`src/rtl/reg_wb_arbiter_pkg.sv`:
```
// reg_wb_arbiter_pkg: shared widths and last-grant encoding for the writeback arbiter
package reg_wb_arbiter_pkg;
    localparam int DATA_W = 8;
    localparam int ADDR_W = 3;
    localparam int NREG   = 2 ** ADDR_W;
    typedef enum logic {GNT_ALU = 1'b0, GNT_LD = 1'b1} gnt_t;
endpackage

```
`src/rtl/reg_scoreboard.sv`:
```
// reg_scoreboard: per-register pending-load bits with set-over-clear priority
module reg_scoreboard
    import reg_wb_arbiter_pkg::*;
(
    input  logic              CLK,
    input  logic              RESET,
    input  logic              SET,
    input  logic [ADDR_W-1:0] SET_ADDR,
    input  logic              CLR,
    input  logic [ADDR_W-1:0] CLR_ADDR,
    input  logic [ADDR_W-1:0] ISSUE_ADDR,
    output logic              ISSUE_READY,
    input  logic [ADDR_W-1:0] ALU_ADDR,
    output logic              ALU_PEND,
    input  logic [ADDR_W-1:0] RD1_ADDR,
    input  logic [ADDR_W-1:0] RD2_ADDR,
    output logic              RD_PEND
);
    logic [NREG-1:0] pending;
    logic [NREG-1:0] pending_n;

    assign ISSUE_READY = ~RESET & ~pending[ISSUE_ADDR];
    assign ALU_PEND    = pending[ALU_ADDR];
    assign RD_PEND     = pending[RD1_ADDR] | pending[RD2_ADDR];

    // clear first so a same-address issue in the same cycle keeps the bit set
    always_comb begin
        pending_n = pending;
        if (CLR) pending_n[CLR_ADDR] = 1'b0;
        if (SET) pending_n[SET_ADDR] = 1'b1;
    end

    // pending bit register
    always_ff @(posedge CLK) begin
        if (RESET) pending <= '0;
        else pending <= pending_n;
    end
endmodule

```
`src/rtl/reg_wb_arbiter.sv`:
```
// reg_wb_arbiter: round-robin ALU/load arbiter for the register file write port
module reg_wb_arbiter
    import reg_wb_arbiter_pkg::*;
(
    input  logic              CLK,
    input  logic              RESET,
    input  logic              ALU_VALID,
    input  logic [ADDR_W-1:0] ALU_ADDR,
    input  logic [DATA_W-1:0] ALU_DATA,
    output logic              ALU_READY,
    input  logic              LD_VALID,
    input  logic [ADDR_W-1:0] LD_ADDR,
    input  logic [DATA_W-1:0] LD_DATA,
    output logic              LD_READY,
    input  logic              ISSUE_VALID,
    input  logic [ADDR_W-1:0] ISSUE_ADDR,
    output logic              ISSUE_READY,
    input  logic [ADDR_W-1:0] RD1_ADDR,
    input  logic [ADDR_W-1:0] RD2_ADDR,
    input  logic              RD_EN,
    output logic              HAZARD,
    output logic              WRITE,
    output logic [ADDR_W-1:0] INADDRESS,
    output logic [DATA_W-1:0] IN
);
    gnt_t last;
    logic alu_pend;
    logic rd_pend;
    logic alu_elig;
    logic ld_win;
    logic alu_win;

    reg_scoreboard u_sb (
        .CLK(CLK),
        .RESET(RESET),
        .SET(ISSUE_VALID & ISSUE_READY),
        .SET_ADDR(ISSUE_ADDR),
        .CLR(LD_READY),
        .CLR_ADDR(LD_ADDR),
        .ISSUE_ADDR(ISSUE_ADDR),
        .ISSUE_READY(ISSUE_READY),
        .ALU_ADDR(ALU_ADDR),
        .ALU_PEND(alu_pend),
        .RD1_ADDR(RD1_ADDR),
        .RD2_ADDR(RD2_ADDR),
        .RD_PEND(rd_pend)
    );

    // ALU is held off its destination while a load to it is outstanding
    assign alu_elig  = ALU_VALID & ~alu_pend;
    assign ld_win    = LD_VALID & (~alu_elig | (last == GNT_ALU));
    assign alu_win   = alu_elig & ~ld_win;
    assign ALU_READY = ~RESET & alu_win;
    assign LD_READY  = ~RESET & ld_win;
    assign HAZARD    = RD_EN & (rd_pend | (WRITE & ((INADDRESS == RD1_ADDR) | (INADDRESS == RD2_ADDR))));

    // registered write stage; the pointer moves only when both requesters competed
    always_ff @(posedge CLK) begin
        if (RESET) begin
            WRITE     <= 1'b0;
            INADDRESS <= '0;
            IN        <= '0;
            last      <= GNT_ALU;
        end else begin
            WRITE <= ALU_READY | LD_READY;
            if (LD_READY) begin
                INADDRESS <= LD_ADDR;
                IN        <= LD_DATA;
            end else if (ALU_READY) begin
                INADDRESS <= ALU_ADDR;
                IN        <= ALU_DATA;
            end
            if (alu_elig & LD_VALID) last <= ld_win ? GNT_LD : GNT_ALU;
        end
    end
endmodule

```
`config.mk`:
```
export PLATFORM = sky130hd
export DESIGN_NAME = reg_wb_arbiter
export DESIGN_NICKNAME = d
export VERILOG_FILES = /design/src/rtl/reg_wb_arbiter_pkg.sv /design/src/rtl/reg_scoreboard.sv /design/src/rtl/reg_wb_arbiter.sv
export SDC_FILE = /design/constraint.sdc
export NUM_CORES = 1
export LEC_CHECK = 0
export BUFFER_PORTS_ARGS = -buffer_cell sky130_fd_sc_hd__buf_2
export CORE_MARGIN = 2
export CORE_UTILIZATION = 47
export DETAILED_ROUTE_END_ITERATION = 10
export GPL_ROUTABILITY_DRIVEN = 1
export GPL_TIMING_DRIVEN = 0
export HOLD_SLACK_MARGIN = 0.12
export PLACE_DENSITY_LB_ADDON = 0.25
export SLEW_MARGIN = 40
export SYNTH_ARGS = -nofsm -noshare
export SYNTH_HDL_FRONTEND = slang
export SYNTH_SLANG_ARGS = --single-unit
```
`constraint.sdc`:
```
create_clock -name CLK -period 3.3 [get_ports CLK]
set_input_delay 0.495 -clock CLK [delete_from_list [all_inputs] [get_ports CLK]]
set_output_delay 0.495 -clock CLK [all_outputs]
set_load 0.01 [all_outputs]
```
==> results.toml, run 1 <==
[critical_path]
path_cells = "mux2_4, a221o_1, o31ai_4, buf_4, nor3b_2, buf_2"
worstSetupPathType = "register to primary output"
ff2ff_path_depth = 6
critPathTopFamily = "compound AO/OA/AOI/OAI gates"
cp.required_ns = 2.80
path_buf_inv = 2
crit_fanout = 10
crit_slowest_cell = "a221o_1"
cpPeakStageDelay_ns = 0.40
r2r_setup_slack_ns = 1.31
critPathArrivalTime_ns = 2.31
cp-start-kind = "register"
cp.depth = 6
end_kind = "primary output"

[clock_tree]
ctsHoldBuffers = 0
numCtsBuffers = 3
numClockSinks = 21
cts_tree = "yes"
clockRootBuffer = "clkbuf_4"
post_cts_buffers = 0
htreeDepth = 1
clk_pin_slew_worst_paths_ns = 0.13
cts_resized = 0
insertion_delay_ns = 0.31
clock_path_buffers = 2

[final_layout]
fin_area_um2 = 1900
areaGrowthSynthToFinish_pct = 21.5
n_antenna_cell = 0
final_layout_size_suffix_gt1_share_pct = 35.1
fin_cells = 269
nets = 263

[synth]
synth_simple_gate_area_share_pct = 21.6
synth_top_family_by_area = "compound AO/OA/AOI/OAI gates"
ys.flop_type = "dfxtp_1"
yosysWarnings = 0
yosysMostFrequentCell = "dfxtp_1"
synth_top_area_cell = "dfxtp_1"
ys_types = 47
syn_nets = 207
avgSynthCellArea_um2 = 9.21
synthAdderAreaFrac_pct = 0
synth_cells = 170
synthArstFlopShare_pct = 0
synth_edf_count = 0
synthTopCellsByArea = "dfxtp_1, mux4_2, or4_1"
synth.ff_latch_count = 21
synth_xor_area_share_pct = 3.91
netlist.area_leader.share_pct = 26.8
muxShareOfSynthArea_pct = 14.3
synth_commonest_cells = "dfxtp_1, a21oi_1, o21ai_0, or4_1, o22ai_1"
synth-seq-area-share_pct = 26.8
synth_compound_area_share_pct = 29.9
syn_area_um2 = 1570

[placed_design]
dp.cells = 265
place_area_um2 = 1880
hpwl_um = 3070
place_congestion = 0.848
portBuffers = 51

[timing]
period_share_pct = 85.1
finalHoldViolations = 0
min_period_ns = 2.81
setup_viol = 0
grt_setup_unrepaired = "false"
tns_ns = 0
fin_worst_skew_ns = 0.00863
max_clock_freq_mhz = 356
worst_pin_slew_ns = 0.484
maxSlewViolCount = 0
relSlewSlack_pct = 67.7

[run_status]
outcome = "complete, no violations"

[die]
die_w_um = 61.7
die_y_um = 61.7
die_area_um2 = 3810
io_pins = 53
core-area_um2 = 3100
initial_core_util_pct = 50.5
rows = 20

[global_route]
grt_start_max_net_pins = 12
grt-ovfl-total = 0
grt_usage_pct = 22.8
grt_pass1_vias = 1396
antenna_found_initial = 0
grt_pass1_wl_um = 6420

[drt]
wl_per_cell_um = 14.8
num_vias = 1552
vias_per_cell = 5.77
drc_errors = 0
first_iter_violations = 68
final_antenna_net_count = 0
drt-total-wl_um = 3990
firstDrtPassIters = 4

[pwr]
p_leak_nw = 0.798
powerDensity_nw_per_um2 = 313
ir_drop_uv = 173

[worst_hold_path]
hold_path_class = "input pin to register"
min_path_cells = 3

[job]
drv_cap = 0
==> layout make-up <==
cell class	instances	area [µm²]
Buffer	9	40.0
Timing Repair Buffer	51	255
Clock buffer	4	26.3
Tap cell	44	55.1
Multi-Input combinational cell	136	1090
Sequential cell	21	420
Fill cell	324	1200
Inverter	4	15.0
==> worst min-delay path, delay by kind of cell <==
family	cells	cell delay (ns)
and+or+nand+nor	1	0.09
buffers and inverters	1	0.07
AOI/OAI and AO/OA	1	0.06
==> per-stage QoR <==
| step | hold WS [ns] | worst slack (ns) | util [%] | total power, mW |
|---|---|---|---|---|
| floorplan | 0.484 | 0.916 | - | 0.400 |
| global placement | 0.528 | 0.519 | 60.5 | 0.468 |
| detailed placement | 0.545 | 0.509 | 60.5 | 0.470 |
| CTS | 0.437 | 0.460 | 61.3 | 0.600 |
| global route | 0.449 | 0.349 | 61.3 | 0.627 |
| finish | 0.442 | 0.493 | 61.3 | 0.596 |
==> cell usage in the layout, fill, tap and decap left out, types with 7 or more instances in the layout <==
cell,n
nand2_1,7
a21oi_1,12
dfxtp_1,21
nor3_2,7
clkbuf_1,7
o22ai_1,9
o21ai_0,12
or4_1,11
a21o_1,8
buf_2,53
==> per-layer routing <==
metal | GRT usage [%] | vias to the layer above | routed length (µm)
met3 | 3.31 | 5 | 211
met2 | 40.3 | 48 | 1890
met4 | 6.38 | 0 | 45
met1 | 28.9 | 705 | 1840
met5 | 0 | - | 0
li1 | - | 794 | -
==> cells by family (layout without fill, tap and decap cells) <==
group | count (synthesis) | count (layout)
xor gates and xnor gates | 7 | 7
and+or+nand+nor | 50 | 50
AOI/OAI and AO/OA | 65 | 65
DFF | 21 | 21
buffers and inverters | 13 | 68
muxes | 14 | 14
==> power breakdown <==
group          internal [mW]  leakage (nW)  switching (mW)
Sequential             0.271         0.173          0.0178
Clock                 0.0473        0.0150          0.0844
Combinational         0.0832         0.609          0.0920
==> state kept, by name, indices dropped and copies added, names as in the netlist <==
name / flops
WRITE: 1
u_sb.pending: 8
IN: 8
last: 1
INADDRESS: 3
==> final timing paths <==
path,startpoint,to
hold / removal,LD_DATA[5],IN[5]
setup reg to reg,u_sb.pending[4],INADDRESS[1]
hold reg to reg,last,last
setup / recovery,u_sb.pending[4],ALU_READY
(Power assumes the default switching activity.)
==> run 2: changes to the inputs <==
Settings changed: PLACE_DENSITY set to 0.75, PLACE_DENSITY_LB_ADDON 0.25 to not set.
==> results.toml, run 2 (synthesis gave the netlist of run 1 again) <==
[drt]
met3RoutedLength_um = 284
firstDrtPassIters = 4
wl_per_cell_um = 15.9
drt-total-wl_um = 4270
num_vias = 1624
drc_errors = 0
wl_met2_um = 2070
first_iter_violations = 59
final_antenna_net_count = 0
vias_per_cell = 6.04
routedLengthMet1_um = 1860
highest_layer = "met4"

[clock_tree]
insertion_delay_ns = 0.32
post_cts_buffers = 0
ctsHoldBuffers = 0
cts_tree = "yes"
htreeDepth = 1
clockRootBuffer = "clkbuf_4"
clk_pin_slew_worst_paths_ns = 0.13
numCtsBuffers = 3
cts_resized = 0
clock_path_buffers = 2
numClockSinks = 21

[global_route]
grt_usage_pct = 25.5
grt-ovfl-total = 0
grt_start_max_net_pins = 13
grt_pass1_wl_um = 7180
antenna_found_initial = 0
grt_pass1_vias = 1532

[placed_design]
dp.cells = 265
hpwl_um = 3180
place_congestion = 0.836
portBuffers = 51
place_area_um2 = 1880

[final_layout]
top_regs = "IN (8), u_sb.pending (8), INADDRESS (3)"
multi_input_area_um2 = 1090
seq_area_um2 = 420
fin_area_um2 = 1900
final_layout_size_suffix_gt1_share_pct = 35.6
areaGrowthSynthToFinish_pct = 21.6
fill_cells = 320
n_antenna_cell = 0
final_cell_mix = "buf_2, dfxtp_1, o21ai_0, a21oi_1, or4_1"
nets = 263
fin_cells = 269
final_common_cell = "buf_2"

[die]
io_pins = 53
core-area_um2 = 3100
die_area_um2 = 3810
die_w_um = 61.7
die_y_um = 61.7
initial_core_util_pct = 50.5
rows = 20

[pwr]
totalPowerFinal_uw = 600
ir_drop_uv = 199
p_leak_nw = 0.800
powerDensity_nw_per_um2 = 315

[timing]
tns_ns = 0
worst_pin_slew_ns = 0.520
period_share_pct = 86.6
finalHoldViolations = 0
maxSlewViolCount = 0
fin_worst_skew_ns = 0.00206
max_clock_freq_mhz = 350
grt_setup_unrepaired = "false"
hold_slack_ns = 0.431
relSlewSlack_pct = 65.2
setup_viol = 0
min_period_ns = 2.86

[critical_path]
cp.required_ns = 2.80
worstSetupPathType = "register to primary output"
crit_fanout = 10
cp-start-kind = "register"
critPathArrivalTime_ns = 2.36
critPathTopFamily = "compound AO/OA/AOI/OAI gates"
path_buf_inv = 2
crit_slowest_cell = "a221o_1"
end_kind = "primary output"
cpPeakStageDelay_ns = 0.40
path_cells = "mux2_4, a221o_1, o31ai_4, buf_4, nor3b_2, buf_2"

[run_status]
outcome = "complete, no violations"

[job]
drv_cap = 0

[worst_hold_path]
hold_path_class = "input pin to register"
## run 2: cell types whose count changed in the layout (fill, tap and decap cells not counted), sizes merged
cell and delta:
clkbuf -1, clkinv +1
## run 2: worst reg2reg max path: stages, from the launching register on
cell and delay (ns):
dfxtp_1 0.39, mux2_4 0.32, a221o_1 0.40, o31ai_4 0.37, buf_4 0.26, o22ai_1 0.12, nor3_2 0.11
## run 2: path summary, 6_finish.rpt
path	slack [ns]	endpoint	cells past startpoint	startpoint
max	0.44	ALU_READY	6	u_sb.pending[4]
min	0.43	IN[5]	3	LD_DATA[5]
max reg2reg	1.28	IN[4]	6	u_sb.pending[4]
min reg2reg	0.56	u_sb.pending[2]	1	u_sb.pending[2]
## run 2: where the power goes
part | total (mW) | switching [mW] | internal [mW]
combinational | 0.178 | 0.0947 | 0.0832
clock | 0.133 | 0.0877 | 0.0455
sequential | 0.289 | 0.0173 | 0.271
## run 2: per-layer routing
layer | up-vias | global-route usage (%)
li1 | 795 | -
met1 | 759 | 35.1
met2 | 65 | 42.1
met3 | 5 | 2.69
met4 | 0 | 7.90
met5 | - | 0
## run 2: per-stage QoR
stage          worst slack, ns  utilization (%)
2_1_floorplan            0.916                -
3_3_place_gp             0.468             60.5
3_5_place_dp             0.461             60.5
4_1_cts                  0.438             61.4
5_1_grt                  0.335             61.4
6_report                 0.442             61.4
## run 2: final cells by class
| class | count | share of cell area, % |
|---|---|---|
| Multi-Input combinational cell | 136 | 57.3 |
| Clock buffer | 3 | 1.18 |
| Inverter | 4 | 0.788 |
| Timing Repair Buffer | 51 | 13.4 |
| Buffer | 9 | 2.10 |
| Clock inverter | 1 | 0.263 |
| Tap cell | 44 | 2.89 |
| Sequential cell | 21 | 22.1 |
